==> src/rtl/four_bit_seq_divider_pkg.sv <==
// Shared constants and state encoding for the
// sequential restoring divider and its bench.
package four_bit_seq_divider_pkg;

  localparam int DIV_W = 4;

  typedef enum logic [1:0] {
    IDLE = 2'd0,
    RUN  = 2'd1,
    DONE = 2'd2
  } state_t;

endpackage

==> src/rtl/four_bit_trial_subtractor.sv <==
// Trial subtraction for one restoring step:
// ripple of full-adder cells computing a + ~b + 1.
module four_bit_trial_subtractor
  import four_bit_seq_divider_pkg::*;
#(
  parameter int WIDTH = DIV_W
) (
  input  logic [WIDTH:0]   minuend,
  input  logic [WIDTH-1:0] subtrahend,
  output logic [WIDTH:0]   difference,
  output logic             borrow
);

  logic [WIDTH:0] nb;
  logic           c;

  assign nb = ~{1'b0, subtrahend};

  // carry-out of the top cell low means a borrow
  always_comb begin
    difference = '0;
    c = 1'b1;
    for (int i = 0; i <= WIDTH; i++) begin
      difference[i] = minuend[i] ^ nb[i] ^ c;
      c = (minuend[i] & nb[i]) |
          (c & (minuend[i] ^ nb[i]));
    end
    borrow = ~c;
  end

endmodule

==> src/rtl/four_bit_seq_divider.sv <==
// Sequential restoring divider: one quotient bit
// per RUN cycle, MSB first, registered results.
module four_bit_seq_divider
  import four_bit_seq_divider_pkg::*;
#(
  parameter int WIDTH = DIV_W
) (
  input  logic             clk,
  input  logic             rst,
  input  logic             start,
  input  logic [WIDTH-1:0] dividend,
  input  logic [WIDTH-1:0] divisor,
  output logic [WIDTH-1:0] quotient,
  output logic [WIDTH-1:0] remainder,
  output logic             busy,
  output logic             done,
  output logic             dz
);

  localparam int CW = $clog2(WIDTH);

  state_t           state;
  logic [WIDTH:0]   rem;
  logic [WIDTH:0]   trial;
  logic [WIDTH:0]   diff;
  logic [WIDTH:0]   next_rem;
  logic [WIDTH-1:0] dvd;
  logic [WIDTH-1:0] dvs;
  logic [CW-1:0]    count;
  logic             borrow;
  logic             qbit;

  // dividend bits leave at the top while
  // quotient bits enter at the bottom
  assign trial = (WIDTH+1)'({rem, dvd[WIDTH-1]});

  four_bit_trial_subtractor #(
    .WIDTH(WIDTH)
  ) u_sub (
    .minuend   (trial),
    .subtrahend(dvs),
    .difference(diff),
    .borrow    (borrow)
  );

  assign qbit     = ~borrow;
  assign next_rem = borrow ? trial : diff;

  always_ff @(posedge clk) begin
    if (rst) begin
      state     <= IDLE;
      quotient  <= '0;
      remainder <= '0;
      busy      <= 1'b0;
      done      <= 1'b0;
      dz        <= 1'b0;
      count     <= '0;
      rem       <= '0;
      dvd       <= '0;
      dvs       <= '0;
    end else begin
      unique case (state)
        IDLE: begin
          if (start) begin
            if (divisor == '0) begin
              state     <= DONE;
              done      <= 1'b1;
              dz        <= 1'b1;
              quotient  <= '1;
              remainder <= dividend;
            end else begin
              state <= RUN;
              busy  <= 1'b1;
              dvd   <= dividend;
              dvs   <= divisor;
              rem   <= '0;
              count <= '0;
              dz    <= 1'b0;
            end
          end
        end
        RUN: begin
          rem   <= next_rem;
          dvd   <= {dvd[WIDTH-2:0], qbit};
          count <= count + 1'b1;
          if (count == CW'(WIDTH - 1)) begin
            state     <= DONE;
            busy      <= 1'b0;
            done      <= 1'b1;
            quotient  <= {dvd[WIDTH-2:0], qbit};
            remainder <= next_rem[WIDTH-1:0];
          end
        end
        DONE: begin
          state <= IDLE;
          done  <= 1'b0;
        end
        default: begin
          state <= IDLE;
          busy  <= 1'b0;
          done  <= 1'b0;
        end
      endcase
    end
  end

endmodule

==> config.mk <==
export PLATFORM = sky130hd
export DESIGN_NAME = four_bit_seq_divider
export DESIGN_NICKNAME = d
export VERILOG_FILES = /design/src/rtl/four_bit_seq_divider_pkg.sv /design/src/rtl/four_bit_trial_subtractor.sv /design/src/rtl/four_bit_seq_divider.sv
export SDC_FILE = /design/constraint.sdc
export NUM_CORES = 1
export LEC_CHECK = 0
export CAP_MARGIN = 20
export CORE_UTILIZATION = 49
export CTS_BUF_LIST = sky130_fd_sc_hd__clkbuf_2
export CTS_CLUSTER_SIZE = 12
export DETAILED_ROUTE_END_ITERATION = 16
export PLACE_DENSITY = 0.76
export SKIP_CTS_REPAIR_TIMING = 1
export SYNTH_ARGS = -nofsm -noshare
export SYNTH_HDL_FRONTEND = slang
export SYNTH_SLANG_ARGS = --single-unit
==> constraint.sdc <==
create_clock -name clk -period 2.4 [get_ports clk]
set_clock_uncertainty 0.2 [all_clocks]
set_input_delay 0.48 -clock clk [delete_from_list [all_inputs] [get_ports clk]]
set_output_delay 0.48 -clock clk [all_outputs]
set_load 0.02 [all_outputs]
==> metrics.md, run 1 <==
| Metric | Value |
|---|---|
| Top-count cell post-synth | `dfxtp_1` |
| Vias in the first global route | `1,112` |
| Cell taking the most area after synthesis | `dfxtp_1` |
| Sequential share of the synthesized area | `0.4122` |
| Layout Nets | `~180` |
| Crit path max fanout | `5` |
| Syn nets | `around 160` |
| First-pass GRT wire length | `4961 um` |
| I/O pin count | `22` |
| Initial antenna violation count | `0` |
| Min Tclk post-route | `2.612 ns` |
| Seq. cell area | `between 500 and 600 um2` |
| H-Tree Depth | `1` |
| Num CTS Buffers | `3` |
| Placed cell area | `between 1500 and 2000 um2` |
| Die X | `53.73 um` |
| Failing checks | `setup timing` |
| Pin count of the biggest net entering global routing | `28` |
| Worst slew pin tran | `about 0.6 ns` |
| CTS Buffer Depth | `2` |
| Final setup margin | `-0.2116 ns` |
| Crit path required time | `between 2 and 3 ns` |
| Synthesis Warnings | `0` |
| Num Clock Sinks | `27` |
| Routed Antenna Nets | `0` |
| WL per Instance | `~16 um` |
| Synth area leaders | `dfxtp_1 41%, a211oi_1 7.4%, a311oi_1 5.3%, a21oi_1 5.0%, fa_1 4.6%` |
| Top post-synthesis cells by count | `27 x dfxtp_1, 13 x a211oi_1, 13 x a21oi_1` |
| Routability congestion estimate | `slightly below 0.9` |
| CTS tree | `built` |
| Row Count | `18` |
| Remaining design rule violation count | `0` |
| Layout cells sized above 1 | `0.1420` |
| Final hold vios | `0` |
| Worst skew pair latency | `0.38 ns` |
| WP data arrival | `~2.7 ns` |
| Post-synth top area share | `0.4122` |
| Fillers | `219` |
| Period Utilization, post-route | `1.088` |
| Synth-to-Final Area Change | `22.61%` |
| Avg Vias per Cell | `6.099` |
| Leak Pwr | `~0.55 nW` |
| Area of the multi-input gates | `around 700 um2` |
| Gr ovfl total | `0` |
| Crit path kind | `flip-flop to flip-flop` |
| Starting Density | `0.5245` |
| Setup TNS | `-1.195 ns` |
| # diodes | `0` |
| Die area | `2887 um2` |
| 1st-pass router iterations | `4` |
| CTS root buf | `clkbuf_2` |
| Core footprint | `2500 um2` |
| Synth Register Bits | `27` |
| DP Wirelength | `2101 um` |
| Clock transition at path regs | `0.29 ns` |
| Final instance area | `roughly 1600 um2` |
| GRT Total Usage | `0.2381` |
| Startpoint types | `flip-flop` |
| Via count | `between 1,000 and 1,500` |
| Post-synth cell types | `31` |
| Final setup fails | `10` |
| Fmax | `around 380 MHz` |
| CP Capture Type | `flip-flop` |
| Max Slew Vio Count | `0` |
| DR iter-0 viols | `35` |
| Cell count after synthesis | `roughly 140` |
| RSZ-0062 raised after global routing | `yes` |
| Die extent in y | `between 50 and 60 um` |
| Top FF cell, synth | `dfxtp_1` |
| VDD IR max | `around 0.00039 V` |
| Number of synthesized flops with an enable pin | `0` |
| Mapped cell area | `around 1300 um2` |
| Tot Pwr | `between 0.0008 and 0.0009 W` |
| Relative slew slack | `0.6081` |
| Post-Route WL | `~3000 um` |
| Port bufs | `21` |
| Async SR Flop Fraction | `0` |
| Status | `finished with violations` |
| Max-cap viol count | `0` |
| HP Class | `flip-flop to flip-flop` |
| PD cells | `roughly 550 nW/um2` |
| Avg Cell Area, Syn | `9.234 um2` |
state kept, by name (all words and copies together) (netlist names):
| name | count |
|---|---|
| dvs | 4 |
| state | 2 |
| dz | 1 |
| remainder | 4 |
| done | 1 |
| quotient | 4 |
| rem | 4 |
| busy | 1 |
| dvd | 4 |
| count | 2 |
worst max-delay path: stages (launching register included):
cell and delay (ns):
dfxtp_2 0.40, inv_2 0.04, ha_4 0.15, fa_2 0.33, fa_2 0.35, fa_2 0.38, nor3b_1 0.15, a211o_1 0.30
a311oi_1 0.25
cell type report:
type / count / share of cell area
clock inverter: 1 / 0.004669
clock buffer: 3 / 0.009339
sequential: 27 / 0.3370
timing repair buffer: 28 / 0.1712
multi-input combinational: 98 / 0.4428
inverter: 5 / 0.01167
tap: 30 / 0.02335
per-layer routing:
metal  share of wire  track usage  up-vias
li1                -            -      566
met1            0.47       0.3184      560
met2            0.47       0.3683       39
met5               0            0        -
met3           0.043      0.04237        6
met4           0.015       0.1096        0
power by group:
| part | leakage, nW | total [W] | switching, W | internal, W |
|---|---|---|---|---|
| clock network | 0.0126 | 0.000182 | 0.000143 | 0.0000386 |
| logic | 0.315 | 0.000200 | 0.000106 | 0.0000943 |
| registers | 0.221 | 0.000496 | 0.0000197 | 0.000476 |
| total | 0.548 | 0.000878 | 0.000269 | 0.000609 |
cells by family after synthesis:
group,Yosys count,synth area share
compound gates,55,0.2843
simple gates,38,0.1718
fa+ha+maj,5,0.06488
buf+inv,17,0.06679
flops,27,0.4122
metrics by stage:
| stage | setup slack, ns | cells | hold slack, ns | utilization |
|---|---|---|---|---|
| after floorplan | -0.06984 | 142 | 0.2763 | - |
| after global placement | -0.1193 | 188 | 0.2415 | 0.6326 |
| after detailed placement | -0.1617 | 188 | 0.2458 | 0.6326 |
| after CTS | -0.2133 | 192 | 0.2732 | 0.6416 |
| after global routing | -0.3088 | 192 | 0.3108 | 0.6431 |
| final | -0.2116 | 192 | 0.2711 | 0.6431 |
path summary, 6_finish.rpt:
path	start	end	slack (ns)	depth (start not counted)
min	done	done	0.27	2
max	dvd[3]	remainder[2]	-0.21	8
min reg2reg	done	done	0.27	2
max reg2reg	dvd[3]	remainder[2]	-0.21	8
layout by cell type (no fill, tap or decap), drive strengths merged, types with 3 or more instances in the layout:
cell type / synthesis / layout
fa: 3 / 3
clkdlybuf4s50: 0 / 21
clkbuf: 4 / 3
dfxtp: 27 / 27
o211ai: 6 / 6
nor3b: 5 / 5
nor2: 4 / 4
inv: 5 / 5
a211oi: 13 / 13
nand2: 12 / 12
buf: 8 / 7
nand2b: 3 / 3
nand3: 4 / 4
o21ai: 9 / 9
a211o: 4 / 4
a311oi: 8 / 8
a21oi: 13 / 13
Power figures use the tool's default switching activity.
==> run 2: changes to the inputs <==
Settings changed: CORE_UTILIZATION 49 to 55, DONT_BUFFER_PORTS set to 1, PLACE_DENSITY 0.76 to 0.72.
==> run 2 against run 1 <==
  * The flow finishes with violations (hold timing, setup timing)
  * Final cell count is 7.3% lower
  * Die area is 11% lower
  * Worst hold slack worse by 0.33 ns
  * Combinational power down 12%
  * Clock power shrank 2%
  * Core utilization is 2.1 points higher
  * Count of clock-buffer cells in the layout rose by 1
  * Sequential cell count unchanged
  * Worst setup slack got worse by 0.034 ns
  * Sequential share of layout area increased by 2.8 points
  * First-iteration DRC count is 54% lower
  * Global-route usage up 0.21 points
  * Critical endpoint is now remainder[1]
==> metrics.md, run 2 (synthesis results as in run 1) <==
| Metric | Value |
|---|---|
| Critical Path Start | `dvd[3]` |
| Via count | `approximately 1,100` |
| Leak Pwr | `0.5308 nW` |
| Vias in the first global route | `just over 1,000` |
| Clock transition at path regs | `about 0.25 ns` |
| Num Clock Sinks | `27` |
| RSZ-0062 raised after global routing | `yes` |
| CTS root buf | `clkbuf_2` |
| Die extent in y | `between 50 and 60 um` |
| Max-cap viol count | `0` |
| Layout Nets | `about 170` |
| Crit path kind | `flip-flop to flip-flop` |
| Relative slew slack | `0.5134` |
| Setup TNS | `-1.456 ns` |
| Commonest non-fill, non-tap cell in the layout | `dfxtp_1` |
| Port bufs | `0` |
| Core footprint | `between 2000 and 2500 um2` |
| Placed insts | `164` |
| Hold path start | `rst` |
| Avg Vias per Cell | `a little over 6` |
| Worst Hold Margin | `-0.05503 ns` |
| Routed Antenna Nets | `0` |
| Failing checks | `hold timing, setup timing` |
| Final hold vios | `19` |
| Final instance area | `1484 um2` |
| Most frequent cells in the layout | `26 x dfxtp_1, 13 x a211oi_1, 13 x a21oi_1, 12 x nand2_1, 9 x o21ai_0` |
| Hold EP | `remainder[2]` |
| Fmax | `roughly 380 MHz` |
| Critical Path Max Stage Delay | `about 0.4 ns` |
| Min Tclk post-route | `2.646 ns` |
| 1st-pass router iterations | `4` |
| Met1 Wirelength | `~1300 um` |
| Met2 wire length | `around 1400 um` |
| CP Capture Type | `flip-flop` |
| Final setup margin | `-0.2460 ns` |
| Final setup fails | `10` |
| HP Class | `primary input to flip-flop` |
| Non-Filler Instances | `approximately 180` |
| Period Utilization, post-route | `1.103` |
| WP data arrival | `between 2 and 3 ns` |
| Pin count of the biggest net entering global routing | `28` |
| Top sig layer | `met4` |
| Worst skew pair latency | `roughly 0.36 ns` |
| Crit path max-delay cell type | `dfxtp_2` |
| Crit path buf inv count | `1` |
| CTS Buffer Depth | `2` |
| Wire length on met3 | `125 um` |
| WL per Instance | `between 15 and 20 um` |
| Crit path required time | `between 2 and 3 ns` |
| Worst reg2reg setup slack | `-0.25 ns` |
| Place WS | `-0.1897 ns` |
| Remaining design rule violation count | `0` |
| Die X | `roughly 51 um` |
| WHS Path Cells | `1` |
| VDD IR max | `0.0004104 V` |
| First-pass GRT wire length | `between 4000 and 5000 um` |
| H-Tree Depth | `1` |
| Worst reg2reg path endpoint | `remainder[1]` |
| I/O pin count | `22` |
| Initial antenna violation count | `0` |
| Layout cells sized above 1 | `0.1733` |
| CTS tree | `built` |
| Ordered cell list for the critical path | `inv_2 -> ha_4 -> fa_2 -> fa_2 -> fa_2 -> nor3b_2 -> a211o_1 -> a311oi_1` |
| Synth-to-Final Area Change | `13.17%` |
| Most frequent CP cell | `fa_2` |
| Status | `finished with violations` |
| Gr ovfl total | `0` |
| Crit path max fanout | `5` |
| Max Slew Vio Count | `0` |
| Die area | `~2600 um2` |
| Startpoint types | `flip-flop` |
| Starting Density | `0.5871` |
| Reg2Reg Depth | `8` |
| DR iter-0 viols | `16` |
| Routability congestion estimate | `about 0.86` |
| Worst slew pin tran | `roughly 0.73 ns` |
| Row Count | `17` |
| Post-Route WL | `~2900 um` |
| Num CTS Buffers | `3` |
| CP top delay family | `adder cells` |
| # diodes | `0` |
| Reg2reg start | `dvd[3]` |
| DP Wirelength | `1906 um` |
| PD cells | `576.6 nW/um2` |
| GRT Total Usage | `0.2402` |
| Placed cell area | `between 1000 and 1500 um2` |
==> run 2: cell count changes in the layout (fill, tap and decap cells not counted), sizes merged <==
cell | before | now
clkdlybuf4s50 | 21 | 0
dlygate4sd3 | 0 | 8
buf | 7 | 8
clkbuf | 3 | 4
clkinvlp | 1 | 0
==> run 2: area by class of cell <==
cell class / count / area, um2
sequential: 27 / 541.8
clock buffer: 4 / 20.02
tap: 28 / 35.03
timing repair buffer: 16 / 140.1
multi-input combinational: 98 / 728.2
inverter: 5 / 18.77
fill: 197 / 749.5
==> run 2: worst reg2reg max path: cells and delay by family (launching register included) <==
family	cells	cell delay, ns
adders and majority gates	4	1.21
AOI/OAI and AO/OA	2	0.57
DFF	1	0.40
and+or+nand+nor	1	0.18
buffers and inverters	1	0.04
==> run 2: worst max-delay path by stage <==
stage,endpoint,cells after the start
6_report,remainder[1],8
5_1_grt,remainder[1],8
4_1_cts,remainder[1],8
3_5_place_dp,remainder[1],8
3_3_place_gp,remainder[1],8
2_1_floorplan,remainder[1],8
==> run 2: where the power goes <==
group	internal (W)	switching, W	total (W)	leakage (nW)
Combinational	0.0000875	0.0000884	0.000176	0.293
Clock	0.0000440	0.000134	0.000178	0.0166
Sequential	0.000476	0.0000264	0.000502	0.221
==> run 2: routing by layer <==
metal,global-route usage,vias to the layer above
li1,-,542
met1,0.3071,518
met2,0.3933,27
met3,0.04167,5
met4,0.1111,0
met5,0,-
==> run 2: metrics by stage <==
step	total power (W)	utilization
floorplan	0.0006300	-
detailed placement	0.0006598	0.6039
CTS	0.0008307	0.6129
global placement	0.0006548	0.6039
global route	0.0009041	0.6644
finish	0.0008556	0.6644
